<file path="src/rtl/serv_pkg.sv">
// Shared definitions for the serv sequencer blocks.
//   state_t        : sequencer state encoding
//   WORD_LEN       : number of bit-serial cycles in one data word
//   CNT_W/CNT_LAST : bit counter width and its terminal value
//   is_misaligned  : alignment rule for half/word accesses
package serv_pkg;

    typedef enum logic [2:0] {
        S_IDLE  = 3'd0,
        S_INIT  = 3'd1,
        S_SHIFT = 3'd2,
        S_BUS   = 3'd3,
        S_DONE  = 3'd4
    } state_t;

    localparam int WORD_LEN = 32;
    localparam int CNT_W    = 5;
    localparam logic [CNT_W-1:0] CNT_LAST = CNT_W'(WORD_LEN - 1);

    // Word accesses need both address LSBs clear, half accesses only bit 0.
    // Byte accesses are always aligned.
    function automatic logic is_misaligned(input logic half,
                                           input logic word,
                                           input logic [1:0] lsb);
        if (word)
            return (lsb != 2'b00);
        else
            return (half & lsb[0]);
    endfunction

endpackage

</file>
<file path="src/rtl/serv_seq_cnt.sv">
// 5-bit bit counter for the serv sequencer.
//   i_clk, i_rst : clock, asynchronous active-high reset
//   i_clr        : synchronous clear to 0 (wins over i_inc)
//   i_inc        : increment by one, wrapping 31 -> 0
//   i_cmp        : value to compare the counter against
//   o_cnt        : current count
//   o_tc         : count is at the last bit of a word
//   o_match      : count equals i_cmp
module serv_seq_cnt
    import serv_pkg::*;
(
    input  logic             i_clk,
    input  logic             i_rst,
    input  logic             i_clr,
    input  logic             i_inc,
    input  logic [CNT_W-1:0] i_cmp,
    output logic [CNT_W-1:0] o_cnt,
    output logic             o_tc,
    output logic             o_match
);

    logic [CNT_W-1:0] cnt_reg;

    always_ff @(posedge i_clk or posedge i_rst) begin
        if (i_rst)
            cnt_reg <= '0;
        else if (i_clr)
            cnt_reg <= '0;
        else if (i_inc)
            cnt_reg <= cnt_reg + 1'b1;
    end

    assign o_cnt   = cnt_reg;
    assign o_tc    = (cnt_reg == CNT_LAST);
    assign o_match = (cnt_reg == i_cmp);

endmodule

</file>
<file path="src/rtl/serv_bufreg_seq.sv">
// Sequencer for the serv buffer register: runs a 32-cycle init pass, then
// either a shift pass of shamt cycles or a data-bus access, then a one-cycle
// done/trap status.
//   i_clk, i_rst         : clock, asynchronous active-high reset
//   i_req                : start strobe (only looked at in IDLE)
//   i_mem_op, i_we       : load/store vs shift, store direction
//   i_shamt              : shift amount
//   i_half, i_word       : access size
//   i_lsb                : address LSBs from the buffer register
//   i_dbus_ack           : data-bus completion
//   o_en, o_init         : buffer-register enable / init phase
//   o_cnt0, o_cnt1       : first / second init cycle markers
//   o_dbus_cyc, o_dbus_we: data-bus request and direction
//   o_busy, o_done, o_trap: status
module serv_bufreg_seq
    import serv_pkg::*;
#(
    parameter int ALIGN_CHK = 1
) (
    input  logic       i_clk,
    input  logic       i_rst,
    input  logic       i_req,
    input  logic       i_mem_op,
    input  logic       i_we,
    input  logic [4:0] i_shamt,
    input  logic       i_half,
    input  logic       i_word,
    input  logic [1:0] i_lsb,
    input  logic       i_dbus_ack,
    output logic       o_en,
    output logic       o_init,
    output logic       o_cnt0,
    output logic       o_cnt1,
    output logic       o_dbus_cyc,
    output logic       o_dbus_we,
    output logic       o_busy,
    output logic       o_done,
    output logic       o_trap
);

    state_t state_reg, state_next;

    logic             mem_reg, we_reg, half_reg, word_reg;
    logic [4:0]       shamt_reg;
    logic             cyc_reg, trap_reg;

    logic             cnt_clr, cnt_inc, cnt_tc, cnt_match;
    logic [CNT_W-1:0] cnt;

    logic             accept, misaligned, cyc_set, cyc_clr, trap_set;

    // Shift exits on the last of shamt cycles. shamt is never 0 in SHIFT, so
    // the subtraction cannot underflow and the counter never wraps there.
    serv_seq_cnt u_cnt (
        .i_clk   (i_clk),
        .i_rst   (i_rst),
        .i_clr   (cnt_clr),
        .i_inc   (cnt_inc),
        .i_cmp   (shamt_reg - 5'd1),
        .o_cnt   (cnt),
        .o_tc    (cnt_tc),
        .o_match (cnt_match)
    );

    assign accept     = (state_reg == S_IDLE) && i_req;
    assign misaligned = (ALIGN_CHK != 0) && is_misaligned(half_reg, word_reg, i_lsb);

    always_ff @(posedge i_clk or posedge i_rst) begin
        if (i_rst)
            state_reg <= S_IDLE;
        else
            state_reg <= state_next;
    end

    // The first BUS cycle (cyc still low) is where i_lsb is judged; only an
    // aligned access raises the bus request, so a trapped access never
    // touches the bus.
    always_comb begin
        state_next = state_reg;
        cnt_clr    = 1'b0;
        cnt_inc    = 1'b0;
        cyc_set    = 1'b0;
        cyc_clr    = 1'b0;
        trap_set   = 1'b0;
        case (state_reg)
            S_IDLE: begin
                if (i_req) begin
                    state_next = S_INIT;
                    cnt_clr    = 1'b1;
                end
            end
            S_INIT: begin
                cnt_inc = 1'b1;
                if (cnt_tc) begin
                    if (mem_reg)
                        state_next = S_BUS;
                    else if (shamt_reg == 5'd0)
                        state_next = S_DONE;
                    else
                        state_next = S_SHIFT;
                end
            end
            S_SHIFT: begin
                cnt_inc = 1'b1;
                if (cnt_match)
                    state_next = S_DONE;
            end
            S_BUS: begin
                if (!cyc_reg) begin
                    if (misaligned) begin
                        trap_set   = 1'b1;
                        state_next = S_DONE;
                    end else begin
                        cyc_set = 1'b1;
                    end
                end else if (i_dbus_ack) begin
                    cyc_clr    = 1'b1;
                    state_next = S_DONE;
                end
            end
            S_DONE: begin
                cnt_clr    = 1'b1;
                state_next = S_IDLE;
            end
            default: begin
                state_next = S_IDLE;
            end
        endcase
    end

    always_ff @(posedge i_clk or posedge i_rst) begin
        if (i_rst) begin
            mem_reg   <= 1'b0;
            we_reg    <= 1'b0;
            half_reg  <= 1'b0;
            word_reg  <= 1'b0;
            shamt_reg <= 5'd0;
            trap_reg  <= 1'b0;
            cyc_reg   <= 1'b0;
        end else begin
            if (accept) begin
                mem_reg   <= i_mem_op;
                we_reg    <= i_we;
                half_reg  <= i_half;
                word_reg  <= i_word;
                shamt_reg <= i_shamt;
                trap_reg  <= 1'b0;
            end else if (trap_set) begin
                trap_reg <= 1'b1;
            end
            if (cyc_set)
                cyc_reg <= 1'b1;
            else if (cyc_clr)
                cyc_reg <= 1'b0;
        end
    end

    assign o_en       = (state_reg == S_INIT) || (state_reg == S_SHIFT);
    assign o_init     = (state_reg == S_INIT);
    assign o_cnt0     = (state_reg == S_INIT) && (cnt == 5'd0);
    assign o_cnt1     = (state_reg == S_INIT) && (cnt == 5'd1);
    assign o_dbus_cyc = cyc_reg;
    assign o_dbus_we  = (state_reg == S_BUS) && we_reg;
    assign o_busy     = (state_reg != S_IDLE);
    assign o_done     = (state_reg == S_DONE);
    assign o_trap     = (state_reg == S_DONE) && trap_reg;

endmodule

</file>
<file path="config.mk">
export PLATFORM = sky130hd
export DESIGN_NAME = serv_bufreg_seq
export DESIGN_NICKNAME = d
export VERILOG_FILES = /design/src/rtl/serv_pkg.sv /design/src/rtl/serv_seq_cnt.sv /design/src/rtl/serv_bufreg_seq.sv
export SDC_FILE = /design/constraint.sdc
export NUM_CORES = 1
export LEC_CHECK = 0
export CAP_MARGIN = 20
export CORE_ASPECT_RATIO = 1.1
export CORE_MARGIN = 8
export CORE_UTILIZATION = 30
export CTS_BUF_LIST = sky130_fd_sc_hd__clkbuf_8
export CTS_CLUSTER_SIZE = 16
export DETAILED_ROUTE_END_ITERATION = 8
export GPL_TIMING_DRIVEN = 0
export PLACE_DENSITY = 0.52
export SETUP_SLACK_MARGIN = 0.1
export SYNTH_ARGS = -nofsm -noshare
export SYNTH_HDL_FRONTEND = slang
export SYNTH_SLANG_ARGS = --single-unit
</file>
<file path="constraint.sdc">
create_clock -name i_clk -period 1.65 [get_ports i_clk]
set_input_delay 0.2475 -clock i_clk [delete_from_list [all_inputs] [get_ports i_clk]]
set_output_delay 0.2475 -clock i_clk [all_outputs]
set_load 0.02 [all_outputs]
</file>
==> flow_summary_export.csv, run 1 <==
group,metric,value,unit
layout,layout_common_cells,"buf_4, dfrtp_1, buf_6",
logic_synthesis,ys_types,42,
logic_synthesis,synth-async-reset-ratio,100,%
logic_synthesis,syn_area_per_cell,10.9,um2
clock_network,clk_latency,0.26,ns
detailed_routing,antenna_left,0,
layout,syn_to_final_growth,57.6,%
logic_synthesis,syn-num-nets,132,
global_routing,grt_usage,9.96,%
critical_path,critPathLaunchType,"flop",
die,num_rows,24,
clock_network,cts_buffers,3,
placed_design,dpl_cell_area,1540,um2
clock_network,cts_max_level,1,
die,die_area,6360,um2
global_routing,grt-ovfl-total,0,
sta,finalSetupViolations,20,
sta,finClkSkew,0.00270,ns
logic_synthesis,yosysWarnings,0,
sta,drv_slew,0,
die,dieHeight,82.8,um
clock_network,cts_tree,"done",
logic_synthesis,synth_top_family_by_area,"simple AND/OR/NAND/NOR gates",
sta,hold_slack,0.422,ns
pwr,finalPower,3.71,mW
logic_synthesis,synth-xor-area-share,6.88,%
detailed_routing,drt_first_iter_violations,46,
die,chipWidth,76.8,um
layout,fin_area,1920,um2
die,initial_core_util,31.0,%
global_routing,first_global_vias,1117,
clock_network,max-clock-path-buffers,2,
sta,max_slew_margin,49.1,%
logic_synthesis,synth-seq-area-share,39.0,%
layout,layout_commonest_cell,"buf_4",
detailed_routing,drc,0,
logic_synthesis,synthAdderAreaFrac,5.13,%
critical_path,path_class,"flop to flop",
layout,final_cells,219,
hold_path,hp-class,"input port to async pin",
logic_synthesis,synth-simple-area-share,20.4,%
layout,layout-drive-gt1-share,47.9,%
detailed_routing,num_vias,1042,
critical_path,required,1.79,ns
pwr,p_leak,0.897,nW
run_status,status,"finished with violations",
detailed_routing,finalWirelength,3130,um
critical_path,cp_data_arrival_time,2.01,ns
sta,max_slew.worst_pin.slew,0.763,ns
layout,antennaDiodeCount,0,
pwr,p_per_area,1930,nW/um2
sta,rsz0062_at_grt,"yes",
sta,finalHoldViolations,0,
die,io_pins,24,
placed_design,place_ws,-0.601,ns
placed_design,dp.final_hpwl,2150,um
critical_path,endpoint_kind,"flop",
die,core,3930,um2
detailed_routing,viasPerCell,4.76,
clock_network,cts.clk_slew.worst_paths,0.07,ns
logic_synthesis,yosys-mux-area-fraction,9.75,%
flow_run,maxCapViolations,0,
layout,fillCellCount,372,
detailed_routing,avgRoutedWirePerCell,14.3,um
run_status,violations,"setup timing",
logic_synthesis,synth_ff_type,"dfrtp_1",
logic_synthesis,synth_area,1220,um2
sta,setup_slack,-0.222,ns
logic_synthesis,synth-compound-area-share,12.5,%
logic_synthesis,ys_seq_elements,19,
global_routing,grt_pass1_wl,5270,um
pwr,peakVddDrop,0.460,mV
sta,max_freq,0.534,GHz
placed_design,gp_congestion,0.802,
global_routing,grt_antenna_before_repair,0,
logic_synthesis,syn_inst,112,
placed_design,post-place-cells,187,
detailed_routing,first_pass_iters,4,
clock_network,cts-root-buf,"clkbuf_8",
critical_path,reg2reg_slack,-0.22,ns
clock_network,cts.sinks,19,
logic_synthesis,synth_edf_count,0,
sta,fin_crit_sh,113,%
critical_path,crit_path_max_fanout,7,
placed_design,portBuffers,23,
sta,fin_crit,1.87,ns
layout,finalNetCount,188,
global_routing,grt_max_degree,20,
==> synthesized netlist by cell type (2+ instances only) <==
library cell   n  area [um2]
nand3_1        2        10.0
xor2_1         2        17.5
mux2_4         5        75.1
nand2_1        6        22.5
xnor2_1        5        43.8
and2_1         3        18.8
nand4_1        2        12.5
mux2_2         3        33.8
nand3b_1       2        15.0
buf_6          3        33.8
o21ai_0        7        35.0
a21oi_1        3        15.0
and3_1         3        18.8
inv_1          9        33.8
nor3_1         2        10.0
ha_1           5        62.6
dfrtp_1       19         475
nor2_1         6        22.5
a22o_1         2        17.5
==> power breakdown <==
part | internal [mW] | total, mW | leakage (nW) | switching [mW]
registers | 0.678 | 0.869 | 0.234 | 0.192
clock network | 0.166 | 0.321 | 0.0269 | 0.155
logic | 1.47 | 2.52 | 0.636 | 1.05
total | 2.31 | 3.71 | 0.897 | 1.40
==> area by class of cell <==
type / instances / area, um2 / share of cell area, %
Sequential cell: 19 / 478 / 24.9
Inverter: 10 / 43.8 / 2.28
Clock inverter: 1 / 3.75 / 0.195
Clock buffer: 3 / 41.3 / 2.15
Timing Repair Buffer: 51 / 480 / 25.0
Tap cell: 52 / 65.1 / 3.39
Multi-Input combinational cell: 79 / 763 / 39.7
Buffer: 4 / 45.0 / 2.35
==> repair_timing <==
action                                  CTS  global route
resized for setup                        63            19
hold buffers                              0             0
buffers inserted                         16            13
endpoints found under the setup margin   19            25
pin swaps                                 8            12
==> kinds of logic (layout without fill, tap and decap cells) <==
kind of cell,after synthesis,count (layout)
DFF,19,19
muxes,9,9
and+or+nand+nor,37,37
buffers and inverters,14,69
AOI/OAI and AO/OA,20,20
adders and majority gates,5,5
xor gates and xnor gates,8,8
==> worst paths after layout <==
path	from	endpoint	cells past startpoint
hold reg to reg	trap_reg$_DFFE_PP0P_	trap_reg$_DFFE_PP0P_	2
max in group asynchronous	i_rst	u_cnt.o_cnt[1]$_DFFE_PP0P_	2
hold / removal	i_rst	shamt_reg[3]$_DFFE_PP0P_	2
setup / recovery	state_reg[2]$_DFFE_PP0P_	half_reg$_DFFE_PP0P_	7
setup reg to reg	state_reg[2]$_DFFE_PP0P_	half_reg$_DFFE_PP0P_	7
min in group i_clk	trap_reg$_DFFE_PP0P_	trap_reg$_DFFE_PP0P_	2
==> metrics by stage <==
step | setup TNS [ns] | util [%]
2_1_floorplan | 0 | -
3_3_place_gp | -2.87 | 39.2
3_5_place_dp | -3.01 | 39.2
4_1_cts | -1.90 | 45.1
5_1_grt | -4.26 | 48.8
6_report | -2.69 | 48.8
==> per-layer routing <==
metal / global-route usage (%) / part of all wire (%) / vias to the layer above
met5: 0 / 0 / -
met1: 11.0 / 40 / 516
met2: 18.0 / 55 / 16
met3: 1.72 / 2.2 / 6
met4: 4.38 / 2.9 / 0
li1: - / - / 504
==> critical path, stage by stage, from the launching register on <==
cell and delay [ns]:
dfrtp_1 0.38, buf_6 0.11, buf_4 0.13, buf_12 0.13
or3_4 0.36, nor2_4 0.18, buf_6 0.17, mux2_4 0.30
Power figures use the tool's default switching activity.
==> run 2, diff against run 1 <==
--- a/config.mk
+++ b/config.mk
@@ -15,6 +15,7 @@
 export GPL_TIMING_DRIVEN = 0
 export PLACE_DENSITY = 0.52
 export SETUP_SLACK_MARGIN = 0.1
+export SKIP_CTS_REPAIR_TIMING = 1
 export SYNTH_ARGS = -nofsm -noshare
 export SYNTH_HDL_FRONTEND = slang
 export SYNTH_SLANG_ARGS = --single-unit
==> run 2 against run 1 <==
  * The run still ends with setup timing left
  * Clock skew shrank 0.0016 ns
  * Worst setup slack lost 0.084 ns
  * Design area shrank 2.7%
  * Routed wire length shrank 3.5%
  * Clock power is essentially flat
  * Critical path depth shrank 2
  * Sequential share of layout area grew 0.77 points
  * Power shrank 2.0%
  * Worst hold slack lost 0.0031 ns
  * Critical endpoint is now o_cnt1
==> flow_summary_export.csv, run 2 (same netlist as run 1, synthesis figures left out) <==
group,metric,value,unit
critical_path,cp_data_arrival_time,1.71,ns
clock_network,cts_buffers,3,
clock_network,cts.clk_slew.worst_paths,0.07,ns
pwr,peakVddDrop,0.475,mV
clock_network,cts.sinks,19,
global_routing,grt-ovfl-total,0,
global_routing,grt_pass1_wl,4800,um
sta,fin_crit,1.96,ns
run_status,violations,"setup timing",
die,chipWidth,76.8,um
critical_path,startpoint,"state_reg[2]$_DFFE_PP0P_",
detailed_routing,drc,0,
critical_path,r2r-start,"state_reg[2]$_DFFE_PP0P_",
global_routing,first_global_vias,989,
die,core,3930,um2
critical_path,required,1.40,ns
detailed_routing,drt_first_iter_violations,35,
die,die_area,6360,um2
pwr,p_seq_share,24.1,%
clock_network,cts-root-buf,"clkbuf_8",
global_routing,grt_antenna_before_repair,0,
layout,finalNetCount,182,
sta,fin_crit_sh,119,%
clock_network,cts_max_level,1,
critical_path,cpMostUsedCell,"buf_6",
detailed_routing,avgRoutedWirePerCell,14.2,um
placed_design,portBuffers,23,
pwr,clockPowerShare,8.8,%
placed_design,dp.final_hpwl,2150,um
layout,fillCellCount,378,
critical_path,crit_path_max_fanout,4,
critical_path,path_class,"flop to primary output",
critical_path,critPathLaunchType,"flop",
clock_network,clk_latency,0.26,ns
sta,finalSetupViolations,13,
pwr,p_leak,0.856,nW
sta,setup_slack,-0.305,ns
run_status,status,"finished with violations",
die,io_pins,24,
sta,setup-tns-final,-1.84,ns
layout,utilization,47.5,%
critical_path,cpPeakStageDelay,0.40,ns
layout,layout_commonest_cell,"buf_4",
critical_path,regToRegEndpoint,"half_reg$_DFFE_PP0P_",
global_routing,grt_usage,9.01,%
critical_path,crit_path_top_delay_cell,"or3b_4",
sta,hold_slack,0.419,ns
sta,finClkSkew,0.00107,ns
pwr,switching_share,38.1,%
critical_path,crit_chain,"buf_6 > or3b_4 > nor4_4 > and2_4 > buf_6",
sta,max_freq,0.511,GHz
critical_path,critPathCapture,"o_cnt1",
critical_path,reg2reg_slack,-0.15,ns
sta,rsz0062_at_grt,"yes",
detailed_routing,finalWirelength,3020,um
pwr,power_switching,1.39,mW
layout,layout_common_cells,"buf_4, dfrtp_1, buf_6, clkdlybuf4s50_1, inv_1",
critical_path,r2r_cells,6,
clock_network,max-clock-path-buffers,2,
detailed_routing,antenna_left,0,
sta,max_slew_margin,49.9,%
detailed_routing,first_pass_iters,4,
die,num_rows,24,
placed_design,gp_congestion,0.802,
sta,drv_slew,0,
hold_path,hp-class,"input port to async pin",
clock_network,cts_tree,"done",
layout,layout-drive-gt1-share,46.6,%
sta,finalHoldViolations,0,
die,initial_core_util,31.0,%
pwr,p_comb_share,67.1,%
flow_run,maxCapViolations,0,
detailed_routing,viasPerCell,4.68,
pwr,internal-power,2.25,mW
pwr,p_per_area,1950,nW/um2
sta,max_slew.worst_pin.slew,0.750,ns
detailed_routing,num_vias,997,
layout,antennaDiodeCount,0,
critical_path,endpoint_kind,"primary output",
die,dieHeight,82.8,um
global_routing,grt_max_degree,20,
layout,syn_to_final_growth,53.3,%
==> run 2: cell types whose count changed in the layout (fill, tap and decap cells not counted), sizes merged <==
cell	change
buf	-6
==> run 2: area by class of cell <==
class,count,area (um2),share of cell area [%]
flip-flops and latches,19,479,25.7
plain buffers,3,37.5,2.01
inverters,10,43.8,2.34
clock buffers,3,41.3,2.21
repair buffers,46,430,23.0
multi-input cells,79,767,41.1
clock inverters,1,3.75,0.201
well taps,52,65.1,3.48
==> run 2: per-stage QoR <==
step	instances	power, mW	setup WS (ns)	area, um2
after floorplan	112	2.18	0.0417	1250
after global placement	187	2.63	-0.589	1540
final	213	3.64	-0.305	1870
after detailed placement	187	2.65	-0.601	1540
after CTS	191	2.98	-0.888	1590
after global routing	213	3.91	-0.377	1870
==> run 2: metal layers <==
metal	vias to the layer above	routed length (um)	track usage, %
met5	-	0	0
met4	0	54	4.73
met3	4	58	1.40
met2	12	1650	14.9
met1	487	1260	10.9
li1	494	-	-
==> run 2: how the worst min path moves through the flow <==
| stage | start | end | slack [ns] | cells after the start |
|---|---|---|---|---|
| floorplan | i_rst | half_reg$_DFFE_PP0P_ | 0.20 | 1 |
| global placement | trap_reg$_DFFE_PP0P_ | trap_reg$_DFFE_PP0P_ | 0.47 | 2 |
| detailed placement | trap_reg$_DFFE_PP0P_ | trap_reg$_DFFE_PP0P_ | 0.47 | 2 |
| CTS | i_rst | shamt_reg[1]$_DFFE_PP0P_ | 0.44 | 2 |
| global route | i_rst | shamt_reg[1]$_DFFE_PP0P_ | 0.50 | 2 |
| finish | i_rst | shamt_reg[3]$_DFFE_PP0P_ | 0.42 | 2 |
==> run 2: power by group through the flow <==
| stage | clock network [mW] | registers [mW] | logic [mW] |
|---|---|---|---|
| after floorplan | 0 | 0.846 | 1.33 |
| after global placement | 0 | 0.881 | 1.75 |
| after detailed placement | 0 | 0.882 | 1.77 |
| after CTS | 0.333 | 0.876 | 1.77 |
| after global routing | 0.348 | 0.911 | 2.65 |
| final | 0.320 | 0.876 | 2.44 |
==> run 2: worst max-delay path, delay by kind of cell (launching register included) <==
kind                   cells  cell delay (ns)
AND/OR/NAND/NOR            3             0.84
buffers and inverters      2             0.23
flip-flops                 1             0.38
==> run 3, diff against run 2 <==
==> constraint.sdc (replaced) <==
create_clock -name i_clk -period 1.65 [get_ports i_clk]
set_input_delay 0.165 -clock i_clk [delete_from_list [all_inputs] [get_ports i_clk]]
set_output_delay 0.165 -clock i_clk [all_outputs]
set_load 0.02 [all_outputs]
==> run 3 against run 2 <==
  * The run still ends with setup timing left
  * Largest cell class unchanged
  * Via count grew 1.2%
  * Sequential share of layout area grew 0.084 points
  * Critical path depth is the same
  * Clock skew grew 0.0036 ns
  * Global-route usage grew 0.22 points
  * Highest routed layer unchanged
  * Die area is the same
==> flow_summary_export.csv, run 3 (same netlist as run 1, synthesis figures left out) <==
group,metric,value,unit
pwr,p_leak,0.844,nW
critical_path,cpMostUsedCell,"buf_6",
flow_run,maxCapViolations,0,
sta,finClkSkew,0.00465,ns
detailed_routing,drt_first_iter_violations,56,
critical_path,endpoint_kind,"primary output",
global_routing,grt_pass1_wl,4820,um
pwr,peakVddDrop,0.621,mV
placed_design,portBuffers,23,
critical_path,critPathLaunchType,"flop",
clock_network,cts.clk_slew.worst_paths,0.08,ns
clock_network,cts_tree,"done",
die,initial_core_util,31.0,%
placed_design,dp.final_hpwl,2230,um
critical_path,crit_path_max_fanout,4,
layout,fillCellCount,377,
critical_path,crit_chain,"buf_6 > or3b_4 > nor4_4 > and2_4 > buf_6",
critical_path,crit_path_top_delay_cell,"or3b_4",
detailed_routing,route.met3.wl,103,um
placed_design,dpl_cell_area,1530,um2
global_routing,first_global_vias,970,
die,core,3930,um2
sta,finalHoldViolations,0,
layout,finalNetCount,182,
clock_network,cts_max_level,1,
detailed_routing,avgRoutedWirePerCell,14.6,um
detailed_routing,first_pass_iters,4,
sta,fin_crit,1.85,ns
sta,max_slew_margin,48.6,%
layout,antennaDiodeCount,0,
global_routing,grt_max_degree,20,
layout,fin_area,1870,um2
critical_path,required,1.48,ns
critical_path,critPathTopFamily,"simple AND/OR/NAND/NOR gates",
critical_path,cpPeakStageDelay,0.39,ns
sta,max_slew.worst_pin.slew,0.770,ns
clock_network,cts_buffers,3,
layout,layout_common_cells,"buf_4, dfrtp_1, clkdlybuf4s50_1",
detailed_routing,top_layer,"met4",
placed_design,gp_congestion,0.747,
clock_network,clk_latency,0.26,ns
detailed_routing,viasPerCell,4.74,
sta,finalSetupViolations,12,
die,num_rows,24,
die,die_area,6360,um2
sta,setup_slack,-0.203,ns
global_routing,grt_antenna_before_repair,0,
critical_path,cp_data_arrival_time,1.69,ns
critical_path,path_class,"flop to primary output",
run_status,status,"finished with violations",
layout,layout-drive-gt1-share,46.6,%
clock_network,max-clock-path-buffers,2,
global_routing,grt_usage,9.22,%
sta,max_freq,0.540,GHz
run_status,violations,"setup timing",
hold_path,hp-class,"input port to async pin",
clock_network,cts-root-buf,"clkbuf_8",
die,io_pins,24,
global_routing,grt-ovfl-total,0,
detailed_routing,drt-met1-wl,1240,um
clock_network,cts.sinks,19,
detailed_routing,antenna_left,0,
critical_path,crit_buf_inv,2,
die,dieHeight,82.8,um
sta,rsz0062_at_grt,"yes",
detailed_routing,finalWirelength,3100,um
sta,setup-tns-final,-0.782,ns
die,chipWidth,76.8,um
pwr,p_per_area,1940,nW/um2
detailed_routing,dr_wl_met2,1710,um
detailed_routing,num_vias,1009,
sta,fin_crit_sh,112,%
sta,drv_slew,0,
layout,layout_commonest_cell,"buf_4",
detailed_routing,drc,0,
layout,syn_to_final_growth,53.2,%
==> run 3: final cells by class <==
cell class,instances,area (um2),share of cell area (%)
buffer,4,48.8,2.61
tap,52,65.1,3.49
clock buffer,3,41.3,2.21
timing repair buffer,45,405,21.7
clock inverter,1,7.51,0.402
inverter,10,40.0,2.14
sequential,19,480,25.7
multi-input combinational,79,778,41.7
==> run 3: stage by stage <==
stage,util [%],power (mW),hold WS [ns],setup slack (ns),instances
global route,47.5,3.87,0.427,-0.274,213
finish,47.5,3.61,0.337,-0.203,213
CTS,40.2,3.00,0.351,-0.856,191
detailed placement,38.9,2.65,0.477,-0.567,187
floorplan,-,2.15,0.116,0.0417,112
global placement,38.9,2.60,0.470,-0.556,187
==> run 3: report_power, final <==
| group | switching (mW) | leakage, nW | internal [mW] |
|---|---|---|---|
| combinational | 1.02 | 0.591 | 1.36 |
| clock | 0.168 | 0.0217 | 0.170 |
| sequential | 0.211 | 0.231 | 0.681 |
==> run 3: per-layer routing <==
metal | vias to the layer above | global-route usage, %
met5 | - | 0
met3 | 4 | 1.29
met4 | 0 | 4.73
met2 | 17 | 16.8
met1 | 496 | 10.0
li1 | 492 | -
==> run 3: final timing paths <==
check	start	end	slack, ns	depth (start not counted)
worst min register to register	trap_reg$_DFFE_PP0P_	trap_reg$_DFFE_PP0P_	0.50	2
worst max-delay path	state_reg[2]$_DFFE_PP0P_	o_cnt0	-0.20	5
max in group asynchronous	i_rst	u_cnt.o_cnt[1]$_DFFE_PP0P_	0.78	2
worst max register to register	u_cnt.o_cnt[0]$_DFFE_PP0P_	state_reg[0]$_DFFE_PP0P_	-0.06	8
min in group i_clk	i_shamt[0]	shamt_reg[0]$_DFFE_PP0P_	0.45	3
worst min-delay path	i_rst	shamt_reg[1]$_DFFE_PP0P_	0.34	2
==> run 3: worst register-to-register path: cells and delay by family (launching register included) <==
family                     cells  cell delay, ns
DFF                            1            0.41
AOI/OAI and AO/OA              3            0.56
buffers and inverters          2            0.17
adders and majority gates      2            0.26
and+or+nand+nor                1            0.18
